--- src/rtl/id_ex_operand_stage.sv ---
`default_nettype none
// ============================================================================
// id_ex_operand_stage : ID/EX pipeline register with MEM/WB operand forwarding
//                       and load-use bubble insertion.   Revision 1.0
// ============================================================================
module id_ex_operand_stage #(
  parameter int DATA_W = 32,
  parameter int REG_AW = 5,
  parameter int CTRL_W = 5
) (
  input  logic              clk_i,
  input  logic              rst_i,
  input  logic              Stall_i,
  input  logic              Flush_i,
  input  logic              Valid_i,
  input  logic [CTRL_W-1:0] ALUCtrl_i,
  input  logic [DATA_W-1:0] RD1_i,
  input  logic [DATA_W-1:0] RD2_i,
  input  logic [DATA_W-1:0] ImmExt_i,
  input  logic [DATA_W-1:0] PC_i,
  input  logic [REG_AW-1:0] Rs1_i,
  input  logic [REG_AW-1:0] Rs2_i,
  input  logic [REG_AW-1:0] Rd_i,
  input  logic [1:0]        ASel_i,
  input  logic              BSel_i,
  input  logic              RegWrite_i,
  input  logic              MemRead_i,
  input  logic              MemRegWrite_i,
  input  logic [REG_AW-1:0] MemRd_i,
  input  logic [DATA_W-1:0] MemResult_i,
  input  logic              WbRegWrite_i,
  input  logic [REG_AW-1:0] WbRd_i,
  input  logic [DATA_W-1:0] WbResult_i,
  output logic [CTRL_W-1:0] ALUCtrl_o,
  output logic [DATA_W-1:0] SrcA_o,
  output logic [DATA_W-1:0] SrcB_o,
  output logic [DATA_W-1:0] WriteData_o,
  output logic [DATA_W-1:0] PC_o,
  output logic [REG_AW-1:0] Rd_o,
  output logic              RegWrite_o,
  output logic              MemRead_o,
  output logic              Valid_o,
  output logic              LoadUseHazard_o
);

  logic              valid_q,    valid_d;
  logic [CTRL_W-1:0] alu_ctrl_q, alu_ctrl_d;
  logic [DATA_W-1:0] rd1_q,      rd1_d;
  logic [DATA_W-1:0] rd2_q,      rd2_d;
  logic [DATA_W-1:0] imm_q,      imm_d;
  logic [DATA_W-1:0] pc_q,       pc_d;
  logic [REG_AW-1:0] rs1_q,      rs1_d;
  logic [REG_AW-1:0] rs2_q,      rs2_d;
  logic [REG_AW-1:0] rd_q,       rd_d;
  logic [1:0]        asel_q,     asel_d;
  logic              bsel_q,     bsel_d;
  logic              regwrite_q, regwrite_d;
  logic              memread_q,  memread_d;

  logic              hazard;
  logic [DATA_W-1:0] fwd_a;
  logic [DATA_W-1:0] fwd_b;

  assign hazard = valid_q & memread_q & (rd_q != '0) &
                  ((rd_q == Rs1_i) | (rd_q == Rs2_i)) & Valid_i;

  // Flush beats stall; a load-use bubble only happens when not stalled.
  always_comb begin
    valid_d    = valid_q;
    alu_ctrl_d = alu_ctrl_q;
    rd1_d      = rd1_q;
    rd2_d      = rd2_q;
    imm_d      = imm_q;
    pc_d       = pc_q;
    rs1_d      = rs1_q;
    rs2_d      = rs2_q;
    rd_d       = rd_q;
    asel_d     = asel_q;
    bsel_d     = bsel_q;
    regwrite_d = regwrite_q;
    memread_d  = memread_q;
    if (Flush_i || (!Stall_i && hazard)) begin
      valid_d    = 1'b0;
      regwrite_d = 1'b0;
      memread_d  = 1'b0;
      rd_d       = '0;
    end else if (!Stall_i) begin
      valid_d    = Valid_i;
      alu_ctrl_d = ALUCtrl_i;
      rd1_d      = RD1_i;
      rd2_d      = RD2_i;
      imm_d      = ImmExt_i;
      pc_d       = PC_i;
      rs1_d      = Rs1_i;
      rs2_d      = Rs2_i;
      rd_d       = Rd_i;
      asel_d     = ASel_i;
      bsel_d     = BSel_i;
      regwrite_d = RegWrite_i & Valid_i;
      memread_d  = MemRead_i & Valid_i;
    end
  end

  always_ff @(posedge clk_i) begin
    if (rst_i) begin
      valid_q    <= 1'b0;
      alu_ctrl_q <= '0;
      rd1_q      <= '0;
      rd2_q      <= '0;
      imm_q      <= '0;
      pc_q       <= '0;
      rs1_q      <= '0;
      rs2_q      <= '0;
      rd_q       <= '0;
      asel_q     <= '0;
      bsel_q     <= 1'b0;
      regwrite_q <= 1'b0;
      memread_q  <= 1'b0;
    end else begin
      valid_q    <= valid_d;
      alu_ctrl_q <= alu_ctrl_d;
      rd1_q      <= rd1_d;
      rd2_q      <= rd2_d;
      imm_q      <= imm_d;
      pc_q       <= pc_d;
      rs1_q      <= rs1_d;
      rs2_q      <= rs2_d;
      rd_q       <= rd_d;
      asel_q     <= asel_d;
      bsel_q     <= bsel_d;
      regwrite_q <= regwrite_d;
      memread_q  <= memread_d;
    end
  end

  // MEM is younger than WB, so it wins; x0 never forwards.
  always_comb begin
    fwd_a = rd1_q;
    if (MemRegWrite_i && (MemRd_i != '0) && (MemRd_i == rs1_q))
      fwd_a = MemResult_i;
    else if (WbRegWrite_i && (WbRd_i != '0) && (WbRd_i == rs1_q))
      fwd_a = WbResult_i;

    fwd_b = rd2_q;
    if (MemRegWrite_i && (MemRd_i != '0) && (MemRd_i == rs2_q))
      fwd_b = MemResult_i;
    else if (WbRegWrite_i && (WbRd_i != '0) && (WbRd_i == rs2_q))
      fwd_b = WbResult_i;
  end

  always_comb begin
    SrcA_o = '0;
    case (asel_q)
      2'd0:    SrcA_o = fwd_a;
      2'd1:    SrcA_o = pc_q;
      default: SrcA_o = '0;
    endcase
  end

  assign SrcB_o          = bsel_q ? imm_q : fwd_b;
  assign WriteData_o     = fwd_b;
  assign ALUCtrl_o       = alu_ctrl_q;
  assign PC_o            = pc_q;
  assign Rd_o            = rd_q;
  assign RegWrite_o      = regwrite_q;
  assign MemRead_o       = memread_q;
  assign Valid_o         = valid_q;
  assign LoadUseHazard_o = hazard;

endmodule
`default_nettype wire

--- config.mk ---
export PLATFORM = sky130hd
export DESIGN_NAME = id_ex_operand_stage
export DESIGN_NICKNAME = d
export VERILOG_FILES = /design/src/rtl/id_ex_operand_stage.sv
export SDC_FILE = /design/constraint.sdc
export NUM_CORES = 1
export LEC_CHECK = 0
export BUFFER_PORTS_ARGS = -buffer_cell sky130_fd_sc_hd__buf_2
export CAP_MARGIN = 10
export CORE_MARGIN = 5
export CORE_UTILIZATION = 45
export DETAILED_ROUTE_END_ITERATION = 10
export PLACE_DENSITY = 0.74
export SKIP_LAST_GASP = 1
export SLEW_MARGIN = 20
export SYNTH_ARGS = -nofsm -noshare
export SYNTH_HDL_FRONTEND = slang
export SYNTH_SLANG_ARGS = --single-unit
--- constraint.sdc ---
create_clock -name clk_i -period 2.34 [get_ports clk_i]
set_input_delay 0.351 -clock clk_i [delete_from_list [all_inputs] [get_ports clk_i]]
set_output_delay 0.351 -clock clk_i [all_outputs]
set_load 0.05 [all_outputs]
**Word level (Yosys, flattened, before mapping)**

Index checks and enable logic that the tools add are counted.

- Bits in registers: 154
- Latch bits: 0
- Memory bits (writable): 0
- Memory bits (read-only): 0
- Input port bits: 234
- Logic and storage cells: 50
- Memories kept: 0

- $add $sub $neg: 0
- Multiply operators: 0
- Div/mod/pow operators: 0
- Magnitude comparators: 0
- Equal/unequal tests: 7
- Shift-type cells: 0
- Multiplexer cells: 6
- Bitwise logic cells: 9
- Reduce and logical (&&, ||, !) cells: 15

Operator list:

| kind | count |
|---|---|
| $mux 32 | 5 |
| $pmux 32 s2 | 1 |
| $eq 5x5->1 | 6 |
| $reduce_bool 5->1 | 3 |
| $logic_and 1x1->1 | 7 |
| $and 1x1->1 | 6 |
| $eq 2x1->1 const B | 1 |
| $logic_not 2->1 | 1 |
| $not 1->1 | 2 |
| $reduce_and 2->1 | 1 |
| $reduce_or 2->1 | 1 |
| $logic_not 1->1 | 1 |
| $logic_or 1x1->1 | 1 |
| $or 1x1->1 | 1 |

**Logic depth before layout (Yosys ltp)**

- Depth in word-level cells: 8
- Mapped depth: 7

**Least setup slack after synthesis**

Ideal clock, no wire load.

- Path type: input to output
- Start point: input port MemRd_i[1]
- End point: output port SrcB_o[10]
- Arrival time: 2.764 ns
- Data required time: 1.989 ns
- Slack: -0.775 ns
- Stages on the path: 6
- Buffers on the path: 1
- Cells stage by stage: or4_1 o211ai_2 buf_2 nor3_1 a31oi_1 mux2_2

- Word-level cells in the longest chain between the ends: 5

RTL lines:

| what | line | RTL |
|---|---|---|
| from (decl) | 29 | `input logic [REG_AW-1:0] MemRd_i,` |
| $reduce_bool 5->1 | 145 | `if (MemRegWrite_i && (MemRd_i != '0) && (MemRd_i == rs2_q))` |
| $logic_and 1x1->1 | 145 |  |
| $logic_and 1x1->1 * | 145 |  |
| $mux 32 * | 145 |  |
| named net WriteData_o[10] | 37 | `output logic [DATA_W-1:0] WriteData_o,` |
| $mux 32 * | 160 | `assign SrcB_o = bsel_q ? imm_q : fwd_b;` |
| to (decl) | 36 | `output logic [DATA_W-1:0] SrcB_o,` |

Mark *: on every way through the listed nets, which the timed path passes. The rest lies on a longest branch.

**Worst setup path after layout**

- Start point: register rs2_q[1]
- End point: output port SrcB_o[17]

- Word-level cells in the longest chain between the ends: 5

RTL lines:

| what | line | RTL |
|---|---|---|
| from (decl) | 53 | `logic [REG_AW-1:0] rs2_q, rs2_d;` |
| from (signal assigned) | 127 | `rs2_q <= rs2_d;` |
| $eq 5x5->1 | 147 | `else if (WbRegWrite_i && (WbRd_i != '0) && (WbRd_i == rs2_q))` |
| $logic_and 1x1->1 | 147 |  |
| $mux 32 | 147 |  |
| $mux 32 * | 145 |  |
| $mux 32 * | 160 |  |

Every way passes the cells marked *; elsewhere a longest branch is shown, timed or not.

==> impl_metrics.json <==
{
  "tightest_slew_ns": 0.513,
  "endpoint_kind": "primary output",
  "dieArea_sq_um": 29900,
  "grt_util_all_layers": 0.326,
  "ys_seq_area_frac": 0.258,
  "pwr-share-clk": 0.280,
  "synth_area_sq_um": 11900,
  "yosysWarnings": 0,
  "initial_utilization": 0.457,
  "synth-simple-area-share": 0.288,
  "fin_worst_skew_ns": 0.0126,
  "antenna_found_initial": 19,
  "synth_area_per_cell_sq_um": 8.32,
  "synth_enable_flop_cells": 0,
  "critPathKind": "reg -> out",
  "p_per_area_nw_per_um2": 532,
  "post-route-period-util": 1.20,
  "grt_overflow": 0,
  "finalWirelength_microns": 54100,
  "numCtsBuffers": 17,
  "die_y_microns": 173,
  "synth_top_area_frac": 0.258,
  "core_area_sq_um": 26100,
  "fin_crit_ns": 2.81,
  "p_sw_mw": 3.99,
  "synth_fa_ha_area_frac": 0,
  "cts.sinks": 154,
  "p_leak_nw": 7.18,
  "drv_cap": 0,
  "combPwrFrac": 0.413,
  "hp-start": "MemRead_i",
  "io_buffers": 375,
  "violations": "negative setup slack",
  "placementRows": 59,
  "setup_ws_ns": -0.471,
  "seqPwrFrac": 0.307,
  "synth-xor-area-share": 0.0220,
  "ys_types": 39,
  "cp-start-kind": "register",
  "finalInstanceArea_sq_um": 19000,
  "ys_ff_latch": 154,
  "firstDrtPassIters": 6,
  "vdd_drop_max_mv": 0.356,
  "synth_fp_nets": 1669,
  "grt_pass1_vias": 14000,
  "drive_gt1_frac": 0.432,
  "wire_per_inst_microns": 24.8,
  "gp_congestion": 0.956,
  "hpwlAfterDp_microns": 34500,
  "clk_path_buf_depth": 2,
  "synthCells": 1435,
  "chipWidth_microns": 173,
  "htreeDepth": 4,
  "grt_first_pass_wirelength_microns": 79900,
  "nets": 2053,
  "ant_nets": 0,
  "synth_top_cell_by_area": "dfxtp_1",
  "root_buffer": "clkbuf_16",
  "first_iter_violations": 1736,
  "dpl_cell_area_sq_um": 16300,
  "crit_arrival_ns": 2.46,
  "hold_viol_final": 0,
  "synth_area_leaders": "dfxtp_1 (26%), nor3b_1 (18%), mux2i_1 (15%)",
  "critPathTopFamily": "buffers and inverters",
  "clk_latency_ns": 0.43,
  "cp_slowest_cell": "dfxtp_4",
  "ys_async_sr_fraction": 0,
  "vias": 14400,
  "finalSetupViolCount": 96,
  "pin_count": 376,
  "crit_fanout": 5,
  "final-max-slew-violation-count": 0,
  "p_sw_frac": 0.395,
  "slowest_delay_ns": 0.38,
  "total_power_mw": 10.1,
  "grt_max_degree": 103,
  "routed_via_density": 6.60,
  "cp.required_ns": 1.99,
  "rsz0062_at_grt": "yes",
  "crit_start": "rs2_q[1]$_SDFFE_PP0P_",
  "tritoncts": "done",
  "fin_util": 0.727,
  "min_path_type": "in -> reg",
  "rrSetupSlack_ns": 0.07,
  "fill_cells": 1788,
  "synth_top_family_by_area": "simple AND/OR/NAND/NOR gates",
  "slew_headroom": 0.657,
  "area_delta_synth_final_pct": 59.1,
  "synth_ff_type": "dfxtp_1",
  "cp.buffers_inverters": 3,
  "fmax_mhz": 356,
  "synth_mux_area_frac": 0.179,
  "p_int_mw": 6.12,
  "path_clk_slew_ns": 0.08,
  "reg2reg_from": "Rd_o[0]$_SDFFE_PP0N_",
  "synth_compound_area_frac": 0.176,
  "outcome": "finished, violations left",
  "path_cells": "xnor2_2 > nand4_1 > buf_6 > or2_4 > bufbuf_16 > a31oi_4 > mux2_4 > buf_8",
  "drc": 0
}
worst paths after layout:
path                                   to  depth (start not counted)
setup / recovery               SrcB_o[17]                          8
hold / removal     MemRead_o$_SDFFE_PP0N_                          2
setup reg to reg   rd2_q[21]$_SDFFE_PP0P_                          8
hold reg to reg   RegWrite_o$_SDFFE_PP0N_                          1
per-layer routing:
layer | track usage | wire length, microns
met5 | 0 | 89
met4 | 0.147 | 2450
met3 | 0.0860 | 5150
met2 | 0.524 | 25400
met1 | 0.413 | 21000
layout make-up:
type,instances,area (sq um),share of cell area
clock buffer,18,429,0.0226
timing repair buffer,546,4860,0.256
inverter,34,130,0.00685
multi-input combinational,1066,9880,0.520
antenna,13,32.5,0.00171
sequential,154,3120,0.164
tap,335,419,0.0221
clock inverter,14,139,0.00731
cells in the final DEF (no fill, tap or decap), types with 32 or more instances in the layout:
cell type and count:
a31oi_4 32, a32oi_1 146, buf_12 50, buf_2 276, buf_4 90, buf_6 81
buf_8 36, dfxtp_1 140, inv_1 32, mux2_4 32, mux2i_1 158, nand2_1 182
nand4_1 35, nor3b_1 292, o221ai_4 32
state kept, by name, indices dropped and copies added, names as in the netlist:
name / count
PC_o: 32
imm_q: 32
rd1_q: 32
rd2_q: 32
ALUCtrl_o: 5
Rd_o: 5
rs1_q: 5
rs2_q: 5
asel_q: 2
MemRead_o: 1
RegWrite_o: 1
Valid_o: 1
bsel_q: 1
stage by stage:
| step | std cells | hold WS (ns) | setup slack, ns | TNS (ns) |
|---|---|---|---|---|
| floorplan | 1435 | 0.477 | -0.204 | -9.57 |
| detailed placement | 2100 | 0.490 | -0.351 | -22.51 |
| finish | 2180 | 0.126 | -0.471 | -34.73 |
| global placement | 2100 | 0.488 | -0.319 | -20.37 |
| CTS | 2163 | 0.114 | -0.411 | -27.33 |
| global route | 2178 | 0.140 | -0.557 | -41.12 |
repair_timing:
item                       in CTS  in global routing
buffers inserted               28                  5
setup endpoints to repair      97                103
gates cloned                    7                  7
pin swaps                      45                 17
hold buffers                    0                  0
resized for setup             338                 64
cell families (layout without fill, tap and decap cells):
family          count (synthesis)  in the layout
other cells                     0             13
xor+xnor                       30             30
simple gates                  570            570
flops                         154            154
compound gates                256            256
buf+inv                       215            612
mux                           210            210
synth_stat cells, types with 2 or more instances:
library cell / count
nor2_1: 3
o31ai_1: 32
mux2_2: 32
xor2_1: 5
nand3b_1: 6
clkbuf_1: 120
and2_1: 2
o21ai_1: 5
buf_4: 12
nand2_1: 182
or4_1: 2
buf_2: 44
nor3_1: 33
o221ai_1: 32
inv_1: 34
mux2i_1: 178
a32o_1: 2
a32oi_1: 146
buf_1: 5
a31oi_1: 32
dfxtp_1: 154
nor3b_1: 292
xnor2_1: 25
nand4_1: 35
nand3_1: 8
power by group through the flow:
stage	clock network [mW]	logic, mW	registers [mW]
global placement	0	3.40	3.10
detailed placement	0	3.45	3.12
finish	2.83	4.18	3.11
global route	2.95	4.32	3.13
floorplan	0	2.21	3.24
CTS	2.84	4.00	3.08
worst reg2reg max path, delay by kind of cell (launching register included):
family	cells	cell delay, ns
AOI/OAI and AO/OA	1	0.22
and+or+nand+nor	3	0.71
DFF	1	0.37
buffers and inverters	3	0.60
muxes	1	0.27
Power figures use the tool's default switching activity.
